**src/rtl/output_vc_arbiter_pkg.sv**
```systemverilog
// rtl/output_vc_arbiter_pkg.sv - shared constants and types for the output VC arbiter
// Purpose : requester indices, VC identifiers and per-VC FSM state encoding.
// Ports   : none (package).
// Config  : OUT_ARB_STATS_EN (used by output_vc_arbiter) enables grant statistics.
package output_vc_arbiter_pkg;

  // Requester indices in the request/grant vectors.
  localparam int REQ_CW  = 0;
  localparam int REQ_CCW = 1;
  localparam int REQ_PE  = 2;

  // Legal requester count range.
  localparam int MIN_REQ = 2;
  localparam int MAX_REQ = 4;

  // Virtual channel identifiers (also the polarity value that selects them).
  localparam logic VC0 = 1'b0;
  localparam logic VC1 = 1'b1;

  // Per-VC FSM: GRANTED blocks further grants until the VC is selected again.
  typedef enum logic {
    VC_IDLE    = 1'b0,
    VC_GRANTED = 1'b1
  } vc_state_t;

  // Pointer / index width for a given requester count (at least 1 bit).
  function automatic int idx_width(input int n);
    return (n > 1) ? $clog2(n) : 1;
  endfunction

endpackage

```
**src/rtl/output_vc_arbiter_if.sv**
```systemverilog
// rtl/output_vc_arbiter_if.sv - request/grant bundle between requesters and the output VC arbiter
// Purpose : groups phase, per-VC requests, buffer status, grant and statistics signals.
// Ports   : polarity, req_vc0[NUM_REQ], req_vc1[NUM_REQ], obuf_full[2] (requester -> arbiter);
//           gnt[NUM_REQ], gnt_vc, gnt_valid, stat_cnt[NUM_REQ*CNT_W] (arbiter -> requester).
// Modports: master = requester/router side, slave = arbiter side.
interface output_vc_arbiter_if #(
  parameter int NUM_REQ = 3,
  parameter int CNT_W   = 16
);

  logic                     polarity;
  logic [NUM_REQ-1:0]       req_vc0;
  logic [NUM_REQ-1:0]       req_vc1;
  logic [1:0]               obuf_full;
  logic [NUM_REQ-1:0]       gnt;
  logic                     gnt_vc;
  logic                     gnt_valid;
  logic [NUM_REQ*CNT_W-1:0] stat_cnt;

  modport master (
    output polarity, req_vc0, req_vc1, obuf_full,
    input  gnt, gnt_vc, gnt_valid, stat_cnt
  );

  modport slave (
    input  polarity, req_vc0, req_vc1, obuf_full,
    output gnt, gnt_vc, gnt_valid, stat_cnt
  );

endinterface

```
**src/rtl/output_vc_arbiter_rr_pick.sv**
```systemverilog
// rtl/output_vc_arbiter_rr_pick.sv - combinational round-robin search
// Purpose : finds the first set request at or above ptr, wrapping N-1 -> 0.
// Ports   : req[N] request vector, ptr[IDX_W] search start;
//           onehot[N] winner one-hot, idx[IDX_W] winner index, any = some request set.
module rr_pick
  import output_vc_arbiter_pkg::*;
#(
  parameter int N     = 3,
  parameter int IDX_W = idx_width(N)
) (
  input  logic [N-1:0]     req,
  input  logic [IDX_W-1:0] ptr,
  output logic [N-1:0]     onehot,
  output logic [IDX_W-1:0] idx,
  output logic             any
);

  always_comb begin
    int              pos;
    logic [IDX_W-1:0] cand;
    onehot = '0;
    idx    = '0;
    any    = 1'b0;
    pos    = 0;
    cand   = '0;
    for (int i = 0; i < N; i++) begin
      pos = int'(ptr) + i;
      if (pos >= N) pos = pos - N;
      cand = IDX_W'(pos);
      if (!any && req[cand]) begin
        any          = 1'b1;
        idx          = cand;
        onehot[cand] = 1'b1;
      end
    end
  end

endmodule

```
**src/rtl/output_vc_arbiter.sv**
```systemverilog
// rtl/output_vc_arbiter.sv - two-VC output port arbiter with per-VC round-robin
// Purpose : each cycle arbitrates the VC selected by polarity; registered one-hot grant,
//           independent round-robin pointers per VC, per-VC IDLE/GRANTED FSM.
// Ports   : clk, reset (async, active-low), bus (output_vc_arbiter_if.slave).
// Config  : OUT_ARB_STATS_EN defined -> saturating per-requester grant counters on
//           bus.stat_cnt; undefined -> stat_cnt driven 0, no counter flops.
module output_vc_arbiter
  import output_vc_arbiter_pkg::*;
#(
  parameter int NUM_REQ = 3,
  parameter int CNT_W   = 16
) (
  input  logic                  clk,
  input  logic                  reset,
  output_vc_arbiter_if.slave    bus
);

  localparam int IDX_W = idx_width(NUM_REQ);

  // Per-VC search results.
  logic [NUM_REQ-1:0] pick_onehot [2];
  logic [IDX_W-1:0]   pick_idx    [2];
  logic               pick_any    [2];

  // State.
  vc_state_t          state_q [2];
  vc_state_t          state_d [2];
  logic [IDX_W-1:0]   rr_ptr_q [2];
  logic               prev_pol_q;
  logic [NUM_REQ-1:0] gnt_q;
  logic               gnt_vc_q;
  logic               gnt_valid_q;

  // Decision for the active VC.
  logic               sel;
  logic               blocked;
  logic               grant_d;
  logic [NUM_REQ-1:0] win_onehot;
  logic [IDX_W-1:0]   ptr_next;

  rr_pick #(.N(NUM_REQ), .IDX_W(IDX_W)) u_pick_vc0 (
    .req    (bus.req_vc0),
    .ptr    (rr_ptr_q[0]),
    .onehot (pick_onehot[0]),
    .idx    (pick_idx[0]),
    .any    (pick_any[0])
  );

  rr_pick #(.N(NUM_REQ), .IDX_W(IDX_W)) u_pick_vc1 (
    .req    (bus.req_vc1),
    .ptr    (rr_ptr_q[1]),
    .onehot (pick_onehot[1]),
    .idx    (pick_idx[1]),
    .any    (pick_any[1])
  );

  // A GRANTED VC stays blocked while polarity keeps selecting it; the first edge
  // that re-selects it after a phase change releases it and may grant again.
  always_comb begin
    int nxt;
    sel        = bus.polarity;
    blocked    = (state_q[sel] == VC_GRANTED) && (prev_pol_q == sel);
    grant_d    = !bus.obuf_full[sel] && pick_any[sel] && !blocked;
    win_onehot = pick_onehot[sel];
    nxt        = int'(pick_idx[sel]) + 1;
    if (nxt >= NUM_REQ) nxt = 0;
    ptr_next   = IDX_W'(nxt);
  end

  // FSM next state.
  always_comb begin
    state_d = state_q;
    if (grant_d) begin
      state_d[sel] = VC_GRANTED;
    end else if (state_q[sel] == VC_GRANTED && !blocked) begin
      state_d[sel] = VC_IDLE;
    end
  end

  // FSM state register.
  always_ff @(posedge clk or negedge reset) begin
    if (!reset) begin
      state_q[0] <= VC_IDLE;
      state_q[1] <= VC_IDLE;
    end else begin
      state_q <= state_d;
    end
  end

  // Grant, pointer and phase registers.
  always_ff @(posedge clk or negedge reset) begin
    if (!reset) begin
      gnt_q       <= '0;
      gnt_vc_q    <= VC0;
      gnt_valid_q <= 1'b0;
      rr_ptr_q[0] <= '0;
      rr_ptr_q[1] <= '0;
      prev_pol_q  <= VC0;
    end else begin
      prev_pol_q <= sel;
      if (grant_d) begin
        gnt_q         <= win_onehot;
        gnt_vc_q      <= sel;
        gnt_valid_q   <= 1'b1;
        rr_ptr_q[sel] <= ptr_next;
      end else begin
        // gnt_vc keeps the VC of the last grant.
        gnt_q       <= '0;
        gnt_valid_q <= 1'b0;
      end
    end
  end

  assign bus.gnt       = gnt_q;
  assign bus.gnt_vc    = gnt_vc_q;
  assign bus.gnt_valid = gnt_valid_q;

`ifdef OUT_ARB_STATS_EN
  logic [CNT_W-1:0] cnt_q [NUM_REQ];

  for (genvar r = 0; r < NUM_REQ; r++) begin : g_stat
    always_ff @(posedge clk or negedge reset) begin
      if (!reset) begin
        cnt_q[r] <= '0;
      end else if (grant_d && win_onehot[r] && (cnt_q[r] != {CNT_W{1'b1}})) begin
        cnt_q[r] <= cnt_q[r] + 1'b1;
      end
    end
    assign bus.stat_cnt[r*CNT_W +: CNT_W] = cnt_q[r];
  end
`else
  assign bus.stat_cnt = '0;
`endif

endmodule

```
**src/flat_wrapper.sv**
```systemverilog
// flat-port wrapper written by rule: the top's interface ports become plain ports
module output_vc_arbiter_flat import output_vc_arbiter_pkg::*;
#(
  parameter int NUM_REQ = 3,
  parameter int CNT_W   = 16
)
  (clk, reset, bus_polarity, bus_req_vc0, bus_req_vc1, bus_obuf_full, bus_gnt, bus_gnt_vc, bus_gnt_valid, bus_stat_cnt);
  output_vc_arbiter_if #(.NUM_REQ(NUM_REQ), .CNT_W(CNT_W)) bus_i ();
  input  logic clk;
  input  logic reset;
  input wire logic [$bits(bus_i.polarity)-1:0] bus_polarity;
  input wire logic [$bits(bus_i.req_vc0)-1:0] bus_req_vc0;
  input wire logic [$bits(bus_i.req_vc1)-1:0] bus_req_vc1;
  input wire logic [$bits(bus_i.obuf_full)-1:0] bus_obuf_full;
  output wire logic [$bits(bus_i.gnt)-1:0] bus_gnt;
  output wire logic [$bits(bus_i.gnt_vc)-1:0] bus_gnt_vc;
  output wire logic [$bits(bus_i.gnt_valid)-1:0] bus_gnt_valid;
  output wire logic [$bits(bus_i.stat_cnt)-1:0] bus_stat_cnt;
  assign bus_i.polarity = bus_polarity;
  assign bus_i.req_vc0 = bus_req_vc0;
  assign bus_i.req_vc1 = bus_req_vc1;
  assign bus_i.obuf_full = bus_obuf_full;
  assign bus_gnt = bus_i.gnt;
  assign bus_gnt_vc = bus_i.gnt_vc;
  assign bus_gnt_valid = bus_i.gnt_valid;
  assign bus_stat_cnt = bus_i.stat_cnt;
  output_vc_arbiter #(.NUM_REQ(NUM_REQ), .CNT_W(CNT_W)) u_core (.clk(clk), .reset(reset), .bus(bus_i));
endmodule
```
**config.mk**
```make
export PLATFORM = sky130hd
export DESIGN_NAME = output_vc_arbiter_flat
export DESIGN_NICKNAME = d
export VERILOG_FILES = /design/src/rtl/output_vc_arbiter_pkg.sv /design/src/rtl/output_vc_arbiter_if.sv /design/src/rtl/output_vc_arbiter_rr_pick.sv /design/src/rtl/output_vc_arbiter.sv /design/src/flat_wrapper.sv
export SDC_FILE = /design/constraint.sdc
export NUM_CORES = 1
export LEC_CHECK = 0
export CORE_UTILIZATION = 39
export CTS_BUF_LIST = sky130_fd_sc_hd__clkbuf_16
export DETAILED_ROUTE_END_ITERATION = 8
export PLACE_DENSITY = 0.77
export SLEW_MARGIN = 20
export SYNTH_ARGS = -nofsm -noshare
export SYNTH_HDL_FRONTEND = slang
export SYNTH_SLANG_ARGS = --single-unit
```
**constraint.sdc**
```tcl
create_clock -name clk -period 2.1 [get_ports clk]
set_clock_uncertainty 0.15 [all_clocks]
set_input_delay 0.42 -clock clk [delete_from_list [all_inputs] [get_ports clk]]
set_output_delay 0.42 -clock clk [all_outputs]
set_load 0.005 [all_outputs]
```
# --- After elaboration in Yosys (flattened, before gate mapping) ---
# Index checks and enable logic that the tools add are counted.
word_totals:
  regBits: 12
  latchBits: 0
  mem_bits_rw: 0
  mem_bits_ro: 0
  input_bits: 11
  out_inout_bits: 53
  elab_cells: 144
  n_memories: 0
classes:
  addsub: 11
  n_mul: 0
  div: 0
  order_cmp: 22
  n_eq_ne: 1
  n_shift: 0
  mux: 72
  n_bitwise: 8
  n_reduce_logical: 22
ops:
  columns: ["operator", "n"]
  rows:
  - ["2-bit 2-to-1 mux", 19]
  - ["3-bit 2-to-1 mux", 10]
  - ["1-bit 2-to-1 mux", 28]
  - ["2-bit by 3-bit < comparator with 1-bit output (second input constant)", 6]
  - ["3-bit by 2-bit greater-or-equal comparator with 1-bit output (second input constant)", 5]
  - ["1-bit logical AND", 15]
  - ["1-bit binary-select mux with 2-bit select", 6]
  - ["1-bit demux with 2-bit select", 6]
  - ["2-bit by 1-bit greater-or-equal comparator with 1-bit output (second input constant)", 6]
  - ["3-bit OR", 4]
  - ["2-bit subtractor (second input constant)", 6]
  - ["2-bit by 1-bit adder with 3-bit output (second input constant)", 3]
  - ["2-bit by 2-bit adder with 3-bit output (second input constant)", 2]
  - ["2-bit greater-or-equal comparator (second input constant)", 3]
  - ["1-bit zero test", 6]
  - ["4-bit bitwise mux", 1]
  - ["2-bit AND", 1]
  - ["2-bit demux with 1-bit select", 1]
  - ["1-bit by 2-bit < comparator with 1-bit output (second input constant)", 1]
  - ["2-bit by 1-bit < comparator with 1-bit output (second input constant)", 1]
  - ["1-bit NOT with 2-bit output", 1]
  - ["2-bit NOT", 1]
  - ["2-bit OR", 1]
  - ["2-bit nonzero test", 1]
  - ["other kinds (2)", 2]

# --- Depth between registers and ports, before layout ---
# Gate-level depths: netlist of run 1.
logic_depth:
  ltp_word: 18
  ltp_mapped: 9
  ltp_nobuf: 7

# --- Hierarchy ---
# A second synthesis of run 1 with hierarchy kept.
unflattened:
  cells_unflattened: 184
  area_unflattened_um2: 1505.2
by_module_without_submodules:
  columns: ["mod", "instances", "cells_per_inst", "area_per_inst_um2", "seq_area_each_um2"]
  rows:
  - ["output_vc_arbiter", 1, 90, 875.8, 300.3]
  - ["rr_pick at u_core.u_pick_vc0", 1, 53, 347.8, 0.0]
  - ["rr_pick at u_core.u_pick_vc1", 1, 41, 281.5, 0.0]

# --- Worst setup path before layout of run 1 ---
# OpenSTA, ideal clock, no wires.
synth_path:
  path_type: "flip-flop to flip-flop"
  from: "reg u_core.rr_ptr_q[2] (netlist bit)"
  to: "reg u_core.rr_ptr_q[3] (netlist bit)"
  arrival_time_ns: 1.964
  t_required_ns: 1.876
  setup_slack_ns: -0.088
  path_stages_with_launch: 7
  path_buffers: 0
  synth_period_minus_slack_ns: 2.188
  cell_sequence: "dfrtp_1 inv_1 ha_1 maj3_2 a2111o_1 or3_1 o21ai_2"
synth_via:
  elab_chain_cells: 18
  elab_cells_between_ends: 39
synth_lines:
  columns: ["element", "line_no", "text"]
  rows:
  - ["start, declared", "output_vc_arbiter.sv:28", "logic [IDX_W-1:0] rr_ptr_q [2];"]
  - ["start signal, assigned by index", "output_vc_arbiter.sv:105", "rr_ptr_q[sel] <= ptr_next;"]
  - ["parallel branches: the longest is 18 deep, another holds 2-bit by 1-bit adder with 3-bit output", null, null]
# Parallel ways; which one is timed is not known. The select of a mux whose other input is x is not followed.
# A chain may end at the register's enable or synchronous reset.

# --- Worst setup path in the final report of run 1 ---
# Ends and elaborated chain as after synthesis.

==> results of run 1 <==
[repair_timing]
action                                  4_1_cts  5_1_grt
setup buffers                                 1        4
pin swaps                                     2        3
gates resized for setup                       5       13
endpoints found under the setup margin        5        8
[metrics by stage]
step	setup TNS (ns)	total power, mW	instances	setup WS [ns]
global route	-0.163	2.56	278	-0.0502
finish	-0.00361	2.38	278	-0.00361
global placement	-2.02	1.77	269	-0.264
detailed placement	-2.44	1.81	269	-0.322
CTS	0	2.20	274	0.00667
floorplan	0	1.38	234	0.0129
[worst max-delay path: stages (launching register included)]
cell and delay, ns:
dfrtp_1 0.40, inv_2 0.09, ha_4 0.21, maj3_2 0.35, a2111o_1 0.40, or3_1 0.37, o21ai_2 0.06
[cell type report]
class | instances | area (sq um)
Sequential cell | 12 | 300
Fill cell | 328 | 1820
Tap cell | 48 | 60.1
Multi-Input combinational cell | 151 | 987
Clock inverter | 1 | 3.75
Timing Repair Buffer | 50 | 420
Clock buffer | 3 | 75.1
Inverter | 13 | 48.8
[cell usage in the layout, fill, tap and decap left out, types with 3 or more instances in the layout]
cell / instances
ha_1: 5
nor2b_1: 4
clkbuf_16: 3
a21oi_1: 10
nand2b_1: 3
ha_4: 3
clkdlybuf4s50_1: 12
a22oi_1: 4
nand2_1: 5
conb_1: 48
a31oi_1: 3
o22ai_1: 4
nor2_1: 11
o221ai_1: 3
dfrtp_1: 12
buf_4: 33
inv_1: 11
o21ai_0: 6
[where the power goes]
part           internal [mW]  leakage (nW)  switching [mW]  total, mW
registers              0.314         0.154          0.0596      0.374
clock network          0.251        0.0385          0.0996      0.350
logic                  0.827         0.726           0.830       1.66
[kinds of logic after synthesis]
kind of cell    Yosys count  share of synthesized area [%]
compound gates           51                           24.8
simple gates             39                           14.3
other cells               1                          0.246
fa+ha+maj                11                           8.61
mux                       2                           1.31
buf+inv                  71                           31.1
flops                    12                           19.7
[worst min path at each step]
stage	depth (start not counted)	endpoint	from
after global routing	2	flip-flop	flip-flop
after global placement	2	flip-flop	flip-flop
after detailed placement	2	flip-flop	flip-flop
after CTS	2	flip-flop	flip-flop
after floorplan	0	asynchronous set/reset pin	reset
final	2	flip-flop	flip-flop
[layer usage]
metal  part of all wire, %  GRT usage [%]  vias up
li1                      -              -      656
met1                    42           19.8      636
met2                    48           25.7       72
met3                   6.3           4.05       13
met4                   2.9           7.78        0
met5                     0              0        -
==> impl_metrics.env, run 1 <==
export IMPL_status="finished with violations"
export IMPL_violations="negative setup slack"
export IMPL_grt_first_pass_wirelength_microns=5210
export IMPL_cts_root_buf="clkbuf_16"
export IMPL_die_w_microns=64.6
export IMPL_cp_start_kind="flip-flop"
export IMPL_synth_ff_type="dfrtp_1"
export IMPL_initial_utilization_pct=41.1
export IMPL_yosysWarnings=0
export IMPL_port_buffer_count=15
export IMPL_tightest_slew_ns=0.555
export IMPL_drv_cap=0
export IMPL_required_ns=2.12
export IMPL_ys_ff_latch=12
export IMPL_place_congestion=0.858
export IMPL_min_path_type="reg2reg"
export IMPL_coreArea_sq_um=3720
export IMPL_clock_fmax_mhz=475
export IMPL_die_y_microns=64.6
export IMPL_cp_arrival_ns=2.13
export IMPL_final_area_sq_um=1900
export IMPL_drt_first_pass_iters=4
export IMPL_synthesis_area_sq_um=1530
export IMPL_ys_seq_area_share_pct=19.7
export IMPL_cts_tree="built"
export IMPL_drc=0
export IMPL_r2r_cells=6
export IMPL_h_tree_depth=1
export IMPL_grt_max_degree=15
export IMPL_syn_area_per_cell_sq_um=8.16
export IMPL_cts_buffers=3
export IMPL_report_final_slew_viol_count=0
export IMPL_rsz0062_at_grt="true"
export IMPL_synth_cell_types=49
export IMPL_num_vias=1377
export IMPL_drive_gt1_share_pct=24.3
export IMPL_final_min_clock_period_ns=2.10
export IMPL_cp_end_kind="flip-flop"
export IMPL_async_reset_ff_share_pct=100
export IMPL_yosysMostFrequentCell="buf_4"
export IMPL_ctsLongestPathBuffers=2
export IMPL_grt_total_usage_pct=16.0
export IMPL_layout_setup_ws_ns=-0.00361
export IMPL_synth_edf_count=0
export IMPL_dpl_hpwl_microns=2470
export IMPL_viasPerCell=4.95
export IMPL_worst_r2r_setup_slack_ns=-0.004
export IMPL_reg2reg_from="u_core.rr_ptr_q[2]"
export IMPL_ios=64
export IMPL_synth_top_cell_by_area="buf_4"
export IMPL_syn_to_final_growth_pct=24.2
export IMPL_endpoint="u_core.rr_ptr_q[3]"
export IMPL_fin_crit_sh_pct=100
export IMPL_nets=250
export IMPL_wl_per_cell_microns=11.8
export IMPL_placed_area_sq_um=1730
export IMPL_clock_latency_ns=0.24
export IMPL_cts_sinks=12
export IMPL_reg2reg_to="u_core.rr_ptr_q[3]"
export IMPL_grt_overflow=0
export IMPL_p_per_area_nw_per_um2=1260
export IMPL_critPathMaxFanout=4
export IMPL_fin_hold_ws_ns=0.375
export IMPL_grt_pass1_vias=1182
export IMPL_fp_dieArea_sq_um=4170
export IMPL_synth_area_top_cells="buf_4, dfrtp_1, ha_1, a21oi_1, inv_1"
export IMPL_diodes=0
export IMPL_path_clk_slew_ns=0.04
export IMPL_setup_viol=1
export IMPL_synth_top_area_share_pct=25.1
export IMPL_antenna_found_initial=0
export IMPL_crit_start="u_core.rr_ptr_q[2]"
export IMPL_vdd_drop_max_uv=533
export IMPL_routed_wl_microns=3290
export IMPL_postSynthCellCount=187
export IMPL_drt_iter0_drc=43
export IMPL_synthTopCellsByCount="buf_4, inv_1, dfrtp_1, nor2_1, a21oi_1"
export IMPL_rows=22
export IMPL_fin_util_pct=51.0
export IMPL_ant_nets=0
export IMPL_hold_viol_final=0
export IMPL_crit_type="reg2reg"
export IMPL_maxSlewHeadroom_pct=62.9
export IMPL_p_leak_nw=0.919
export IMPL_ctsHoldBuffers=0
Power figures use the tool's default switching activity.
==> inputs of run 2 (changes only) <==
--- a/config.mk
+++ b/config.mk
@@ -9,6 +9,8 @@
 export CTS_BUF_LIST = sky130_fd_sc_hd__clkbuf_16
 export DETAILED_ROUTE_END_ITERATION = 8
 export PLACE_DENSITY = 0.77
+export RECOVER_POWER = 100
+export SETUP_SLACK_MARGIN = 0.05
 export SLEW_MARGIN = 20
 export SYNTH_ARGS = -nofsm -noshare
 export SYNTH_HDL_FRONTEND = slang
==> impl_metrics.env, run 2 (synthesized netlist as in run 1, its figures left out) <==
export IMPL_status="finished clean"
export IMPL_diodes=0
export IMPL_vdd_drop_max_uv=566
export IMPL_pwr_share_seq_pct=16.2
export IMPL_coreArea_sq_um=3720
export IMPL_drt_iter0_drc=38
export IMPL_die_y_microns=64.6
export IMPL_cts_root_buf="clkbuf_16"
export IMPL_setup_viol=0
export IMPL_fin_util_pct=49.4
export IMPL_grt_first_pass_wirelength_microns=4760
export IMPL_grt_total_usage_pct=14.2
export IMPL_syn_to_final_growth_pct=20.3
export IMPL_cts_buffers=3
export IMPL_use_met2_pct=23.8
export IMPL_final_area_sq_um=1840
export IMPL_crit_type="reg2reg"
export IMPL_h_tree_depth=1
export IMPL_finalPower_mw=2.25
export IMPL_p_switching_mw=0.947
export IMPL_hold_viol_final=0
export IMPL_place_congestion=0.817
export IMPL_cp_start_kind="flip-flop"
export IMPL_worst_r2r_setup_slack_ns=0.007
export IMPL_combPwrFrac_pct=68.5
export IMPL_p_int_mw=1.30
export IMPL_drv_cap=0
export IMPL_ctsLongestPathBuffers=2
export IMPL_required_ns=2.12
export IMPL_grt_max_degree=16
export IMPL_use_met1_pct=19.1
export IMPL_crit_family="adder cells"
export IMPL_min_path_type="reg2reg"
export IMPL_fp_dieArea_sq_um=4170
export IMPL_dpl_hpwl_microns=2200
export IMPL_crit_start="u_core.rr_ptr_q[2]"
export IMPL_cts_tree="built"
export IMPL_cp_buffers_inverters=1
export IMPL_final_min_clock_period_ns=2.09
export IMPL_p_leak_nw=0.887
export IMPL_wl_per_cell_microns=11.1
export IMPL_nets=242
export IMPL_path_clk_slew_ns=0.04
export IMPL_grt_pass1_vias=1111
export IMPL_cp_arrival_ns=2.11
export IMPL_num_vias=1308
export IMPL_drc=0
export IMPL_initial_utilization_pct=41.1
export IMPL_report_final_slew_viol_count=0
export IMPL_power_switching_share_pct=42.0
export IMPL_placed_area_sq_um=1700
export IMPL_rows=22
export IMPL_clock_latency_ns=0.24
export IMPL_met3_usage_pct=3.70
export IMPL_maxSlewHeadroom_pct=63.3
export IMPL_fin_crit_sh_pct=99.7
export IMPL_crit_chain="inv_2 > ha_4 > maj3_2 > a2111o_1 > or3_4 > o21ai_2"
export IMPL_cp_end_kind="flip-flop"
export IMPL_routed_wl_microns=3010
export IMPL_grt_overflow=0
export IMPL_viasPerCell=4.84
export IMPL_ios=64
export IMPL_die_w_microns=64.6
export IMPL_layout_common_cells="conb_1, buf_4, dfrtp_1"
export IMPL_reg2reg_from="u_core.rr_ptr_q[2]"
export IMPL_critPathSlowestCell="dfrtp_1"
export IMPL_finalSetupTns_ns=0
export IMPL_antenna_found_initial=0
export IMPL_drt_first_pass_iters=4
export IMPL_clock_fmax_mhz=478
export IMPL_ctsHoldBuffers=0
export IMPL_final_common_cell="conb_1"
export IMPL_clkPwrFrac_pct=15.3
export IMPL_p_per_area_nw_per_um2=1230
export IMPL_layout_cells_non_filler=270
export IMPL_cts_sinks=12
export IMPL_tightest_slew_ns=0.549
export IMPL_rsz0062_at_grt="true"
export IMPL_max_stage_delay_ns=0.40
export IMPL_drive_gt1_share_pct=23.4
export IMPL_dp_cells=264
export IMPL_grt_busiest_layer="met2"
export IMPL_port_buffer_count=15
export IMPL_ant_nets=0
export IMPL_critPathMaxFanout=5
[run 2: stage by stage]
stage	setup WS, ns	hold slack (ns)
after floorplan	0.0210	-0.0256
after global placement	-0.325	0.353
after detailed placement	-0.338	0.352
after CTS	0.0115	0.364
after global routing	-0.0846	0.417
final	0.00728	0.358
[run 2: power groups by stage]
stage          logic [mW]  clock network [mW]  registers, mW
5_1_grt              1.68               0.367          0.374
4_1_cts              1.47               0.350          0.367
2_1_floorplan        1.04                   0          0.371
3_5_place_dp         1.41                   0          0.370
3_3_place_gp         1.39                   0          0.368
6_report             1.54               0.345          0.365
[run 2: worst paths after layout]
check                                     end  cells past startpoint
max                        u_core.rr_ptr_q[3]                      6
min                                 flip-flop                      2
max reg2reg                u_core.rr_ptr_q[3]                      6
min reg2reg                         flip-flop                      2
max in group asynchronous   u_core.bus.gnt[0]                      1
min in group asynchronous   u_core.prev_pol_q                      1
[run 2: area by class of cell]
type	instances	area, sq um
Tap cell	48	60.1
Clock buffer	3	75.1
Inverter	13	48.8
Sequential cell	12	300
Timing Repair Buffer	41	352
Fill cell	362	1880
Clock inverter	1	3.75
Multi-Input combinational cell	152	997
[run 2: worst register-to-register path, delay by kind of cell, from the launching register on]
kind / cells / cell delay [ns]
adders and majority gates: 2 / 0.56
AOI/OAI and AO/OA: 2 / 0.45
DFF: 1 / 0.40
and+or+nand+nor: 1 / 0.37
buffers and inverters: 1 / 0.09
[run 2: what timing repair did]
action | 4_1_cts | 5_1_grt
setup buffers | 0 | 1
setup endpoints to repair | 9 | 9
pin swaps | 3 | 4
cloned | 1 | 0
resized for setup | 10 | 11
[run 2: metal layers]
layer	vias to the layer above	wire length (microns)	part of all wire, %
li1	640	-	-
met1	605	1410	47
met2	63	1390	46
met3	0	203	6.8
met4	0	0	0
met5	-	0	0
==> inputs of run 3 (changes only) <==
--- a/config.mk
+++ b/config.mk
@@ -15,3 +15,4 @@
 export SYNTH_ARGS = -nofsm -noshare
 export SYNTH_HDL_FRONTEND = slang
 export SYNTH_SLANG_ARGS = --single-unit
+export TNS_END_PERCENT = 5
==> impl_metrics.env, run 3 (synthesized netlist as in run 1, its figures left out) <==
export IMPL_diodes=0
export IMPL_fp_dieArea_sq_um=4170
export IMPL_drt_iter0_drc=41
export IMPL_die_y_microns=64.6
export IMPL_final_common_cell="conb_1"
export IMPL_rows=22
export IMPL_highest_layer="met3"
export IMPL_ant_nets=0
export IMPL_multi_input_area_sq_um=987
export IMPL_required_ns=2.10
export IMPL_route_met2_wl_microns=1390
export IMPL_pre_cts_ws_ns=-0.338
export IMPL_p_leak_nw=0.889
export IMPL_report_final_slew_viol_count=0
export IMPL_ios=64
export IMPL_fillers=359
export IMPL_hold_viol_final=0
export IMPL_fin_crit_sh_pct=99.6
export IMPL_grt_overflow=0
export IMPL_cts_buffers=3
export IMPL_cts_sinks=12
export IMPL_coreArea_sq_um=3720
export IMPL_drc=0
export IMPL_layout_common_cells="conb_1, buf_4, inv_1, nor2_1, dfrtp_1"
export IMPL_seq_area_sq_um=302
export IMPL_clock_latency_ns=0.24
export IMPL_cts_root_buf="clkbuf_16"
export IMPL_grt_max_degree=16
export IMPL_p_per_area_nw_per_um2=1230
export IMPL_tightest_slew_ns=0.546
export IMPL_rsz0062_at_grt="true"
export IMPL_antenna_found_initial=0
export IMPL_cp_start_kind="flip-flop"
export IMPL_cp_arrival_ns=2.09
export IMPL_drv_cap=0
export IMPL_place_congestion=0.817
export IMPL_min_path_type="reg2reg"
export IMPL_setup_viol=0
export IMPL_post_cts_buffers=0
export IMPL_final_min_clock_period_ns=2.09
export IMPL_path_clk_slew_ns=0.04
export IMPL_critPathMaxFanout=14
export IMPL_crit_type="reg2reg"
export IMPL_viasPerCell=4.78
export IMPL_drive_gt1_share_pct=22.7
export IMPL_die_w_microns=64.6
export IMPL_status="finished clean"
export IMPL_wl_met3_microns=170
export IMPL_dpl_hpwl_microns=2200
export IMPL_fin_util_pct=49.2
export IMPL_wl_per_cell_microns=10.8
export IMPL_cp_end_kind="flip-flop"
export IMPL_port_buffer_count=15
export IMPL_h_tree_depth=1
export IMPL_syn_to_final_growth_pct=19.8
export IMPL_layout_setup_ws_ns=0.00940
export IMPL_nets=240
export IMPL_grt_first_pass_wirelength_microns=4660
export IMPL_routed_wl_microns=2900
export IMPL_num_vias=1282
export IMPL_clock_fmax_mhz=478
export IMPL_met1Wirelength_microns=1350
export IMPL_cts_tree="built"
export IMPL_grt_total_usage_pct=13.9
export IMPL_vdd_drop_max_uv=566
export IMPL_grt_pass1_vias=1096
export IMPL_ctsLongestPathBuffers=2
export IMPL_finalSetupTns_ns=0
export IMPL_initial_utilization_pct=41.1
export IMPL_drt_first_pass_iters=4
export IMPL_maxSlewHeadroom_pct=63.5
export IMPL_ctsHoldBuffers=0
==> run 3: worst max-delay path: stages, from the launching register on <==
cell and delay (ns):
dfrtp_1 0.42, inv_1 0.10, ha_2 0.20, buf_8 0.15, nor2b_1 0.06, or4_2 0.53
o21ai_0 0.13, a22oi_1 0.13, o22ai_1 0.15
==> run 3: path summary, 6_finish.rpt <==
kind | cells after the start | startpoint | to | slack, ns
worst max register to register | 8 | u_core.rr_ptr_q[3] | u_core.bus.gnt[2] | 0.009
max in group asynchronous | 1 | reset | u_core.rr_ptr_q[1] | 0.95
worst min-delay path | 2 | flip-flop | flip-flop | 0.36
min in group asynchronous | 1 | reset | u_core.prev_pol_q | 0.46
worst max-delay path | 8 | u_core.rr_ptr_q[3] | u_core.bus.gnt[2] | 0.009
worst min register to register | 2 | flip-flop | flip-flop | 0.36
==> run 3: stage by stage <==
| stage | cells | instance area (sq um) | power, mW | hold WS, ns |
|---|---|---|---|---|
| 2_1_floorplan | 234 | 1730 | 1.41 | -0.0256 |
| 3_3_place_gp | 264 | 1700 | 1.76 | 0.353 |
| 3_5_place_dp | 264 | 1700 | 1.78 | 0.352 |
| 4_1_cts | 268 | 1800 | 2.16 | 0.364 |
| 5_1_grt | 268 | 1830 | 2.42 | 0.417 |
| 6_report | 268 | 1830 | 2.25 | 0.359 |
==> run 3: cell type report <==
class,count,share of cell area [%]
multi-input combinational,151,54.0
timing repair buffer,40,19.2
sequential,12,16.5
clock buffer,3,4.11
tap,48,3.29
inverter,13,2.67
clock inverter,1,0.205
==> run 3: report_power, final <==
group / total (mW) / leakage [nW] / switching [mW] / internal (mW)
Combinational: 1.53 / 0.698 / 0.792 / 0.740
Clock: 0.345 / 0.0385 / 0.0948 / 0.250
Sequential: 0.369 / 0.153 / 0.0533 / 0.316
Total: 2.25 / 0.889 / 0.940 / 1.31
==> run 3: what timing repair did <==
action / in CTS / in global routing
pin swaps: 1 / 4
gates resized for setup: 6 / 15
endpoints found under the setup margin: 9 / 8
==> run 3: routing by layer <==
metal | global-route usage (%) | up-vias
met4 | 0.833 | 0
met2 | 23.7 | 58
met5 | 0 | -
li1 | - | 634
met3 | 3.70 | 0
met1 | 18.2 | 590
==> RTL edit: new RTL, config.mk and constraints of run 1 <==
`CNT_W` is set to 16 in 3 places; all go to 14.
--- a/src/rtl/output_vc_arbiter_if.sv
+++ b/src/rtl/output_vc_arbiter_if.sv
@@ -6,5 +6,5 @@
 interface output_vc_arbiter_if #(
   parameter int NUM_REQ = 3,
-  parameter int CNT_W   = 16
+  parameter int CNT_W   = 14
 );
 
--- a/src/rtl/output_vc_arbiter.sv
+++ b/src/rtl/output_vc_arbiter.sv
@@ -9,5 +9,5 @@
 #(
   parameter int NUM_REQ = 3,
-  parameter int CNT_W   = 16
+  parameter int CNT_W   = 14
 ) (
   input  logic                  clk,
--- a/src/flat_wrapper.sv
+++ b/src/flat_wrapper.sv
@@ -3,5 +3,5 @@
 #(
   parameter int NUM_REQ = 3,
-  parameter int CNT_W   = 16
+  parameter int CNT_W   = 14
 )
   (clk, reset, bus_polarity, bus_req_vc0, bus_req_vc1, bus_obuf_full, bus_gnt, bus_gnt_vc, bus_gnt_valid, bus_stat_cnt);
Ports: changed (resized bus_stat_cnt); port bits go from 64 to 58. No check against the original RTL was run, so the function may have changed too.
==> RTL edit against run 1 <==
  * Core utilization barely moved
  * Final cell count fell by 3.2%
  * Final area fell by 1.4%
  * Sequential share of layout area rose by 0.22 points
  * Sequential cell count did not move
  * Fmax rose by 1.9%
  * Die area fell by 2.9%
  * Highest routed layer unchanged
  * Power fell by 0.63%
  * Wire length fell by 5.7%
  * Setup slack improved by 40 ps
  * Area after synthesis fell by 3.0%
==> RTL edit: results (changes against run 1) <==
Status
  – Status: complete, no violations (was complete, but fails checks)

Drt
  – Vias after detailed routing: 1366 (was 1377)
  – Total Wirelength: 3100 um (was 3290 um)
  – WL per Instance: 11.5 um (was 11.8 um)
  – Metal2 WL: 1450 um (was 1590 um)
  – 1st-iter DRT viols: 52 (was 43)
  – Metal-1 WL: 1420 um (was 1390 um)
  – Wire length on met3: 204 um (was 207 um)

Job
  – Max Cap Violations: 0 (unchanged)

Global route
  – M1 GR Usage: 0.198 (about the same)
  – First-pass GRT wire length: 4840 um (was 5210 um)
  – GRT met3 Usage: 0.0380 (was 0.0405)
  – Met2 usage: 0.242 (was 0.257)
  – Vias in the first global route: 1142 (was 1182)
  – Total track usage: 0.149 (was 0.160)
  – Largest net degree at the start of global routing: 15 (unchanged)

Place
  – Place WS: -331 ps (was -322 ps)
  – Placed cells: 260 (was 269)
  – Post-DP HPWL: 2260 um (was 2470 um)
  – Dpl cell area: 1680 um2 (was 1730 um2)
  – Gpl congestion: 0.835 (was 0.858)

Pwr
  – Comb pwr share: 0.699 (was 0.696)
  – Worst vdd ir: 556 uV (was 533 uV)
  – P_leak: 0.882 nW (was 0.919 nW)
  – PwrDens: 1270 nW/um2 (was 1260 nW/um2)
  – P_int: 1.38 mW (was 1.39 mW)

STA
  – Setup ws final: 36.6 ps (was -3.61 ps)
  – Worst slew pin tran: 536 ps (was 555 ps)
  – Hold Slack: 377 ps (was 375 ps)

Synth
  – Post-synthesis compound-gate area fraction: 0.255 (was 0.248)
  – Netlist cell types: 49 (unchanged)
  – Synthesized-area fraction occupied by adder cells: 0.0887 (was 0.0861)
  – Average size of a mapped cell: 8.18 um2 (was 8.16 um2)
  – Mux cell area share after synthesis: 0.0135 (was 0.0131)
  – Synth cell count leaders: buf_4 (45), inv_1 (13), dfrtp_1 (12), nor2_1 (12), a21oi_1 (10) (was buf_4 (51), inv_1 (13), dfrtp_1 (12), nor2_1 (12), a21oi_1 (10))
  – Synth area leaders: buf_4 (23%), dfrtp_1 (20%), ha_1 (6.8%) (was buf_4 (25%), dfrtp_1 (20%), ha_1 (6.6%))
  – Seq/Total Area, Yosys: 0.203 (was 0.197)

Setup path
  – Critical path origin: u_core.rr_ptr_q[0]$_DFFE_PN0P_ (was u_core.rr_ptr_q[2]$_DFFE_PN0P_)
  – Worst path max stage delay: 380 ps (was 400 ps)
  – Setup crit end: u_core.rr_ptr_q[0]$_DFFE_PN0P_ (was u_core.rr_ptr_q[3]$_DFFE_PN0P_)
  – Crit-path leading delay family: compound AO/OA/AOI/OAI gates (was adder cells)
  – FF-to-FF path depth: 7 (was 6)
  – Crit path max fanout: 5 (was 4)
  – Data arrival, critical path: 2090 ps (was 2130 ps)

Layout
  – Layout net count: 241 (was 250)
  – Share of cells above drive strength 1: 0.258 (was 0.243)

Clock network
  – # Post-CTS Setup Buffers: 0 (was 1)

Min path
  – Worst min-delay path category: in2async (was reg2reg)
==> RTL edit: cell types whose count changed in the layout (fill, tap and decap cells not counted), sizes merged <==
cell	delta
conb	-6
buf	-4
a211o	+1
==> RTL edit: layout make-up <==
cell class                 instances  area (um2)
clock buffer                       3        75.1
clock inverter                     1        3.75
timing repair buffer              46         390
tap                               48        60.1
inverter                          13        48.8
fill                             347        1790
multi-input combinational        146         991
sequential                        12         300
==> RTL edit: worst min path at each step <==
stage,from,to,cells after the start
after global placement,register,register,2
final,reset,async pin,1
after global routing,reset,async pin,1
after floorplan,reset,async pin,0
after detailed placement,register,register,2
after CTS,register,register,2
==> RTL edit: kinds of logic after synthesis <==
family	count (synthesis)
flip-flops	12
adder cells (fa/ha/maj)	11
multiplexers	2
other	1
buffers and inverters	65
AO/OA/AOI/OAI	51
AND/OR/NAND/NOR	39
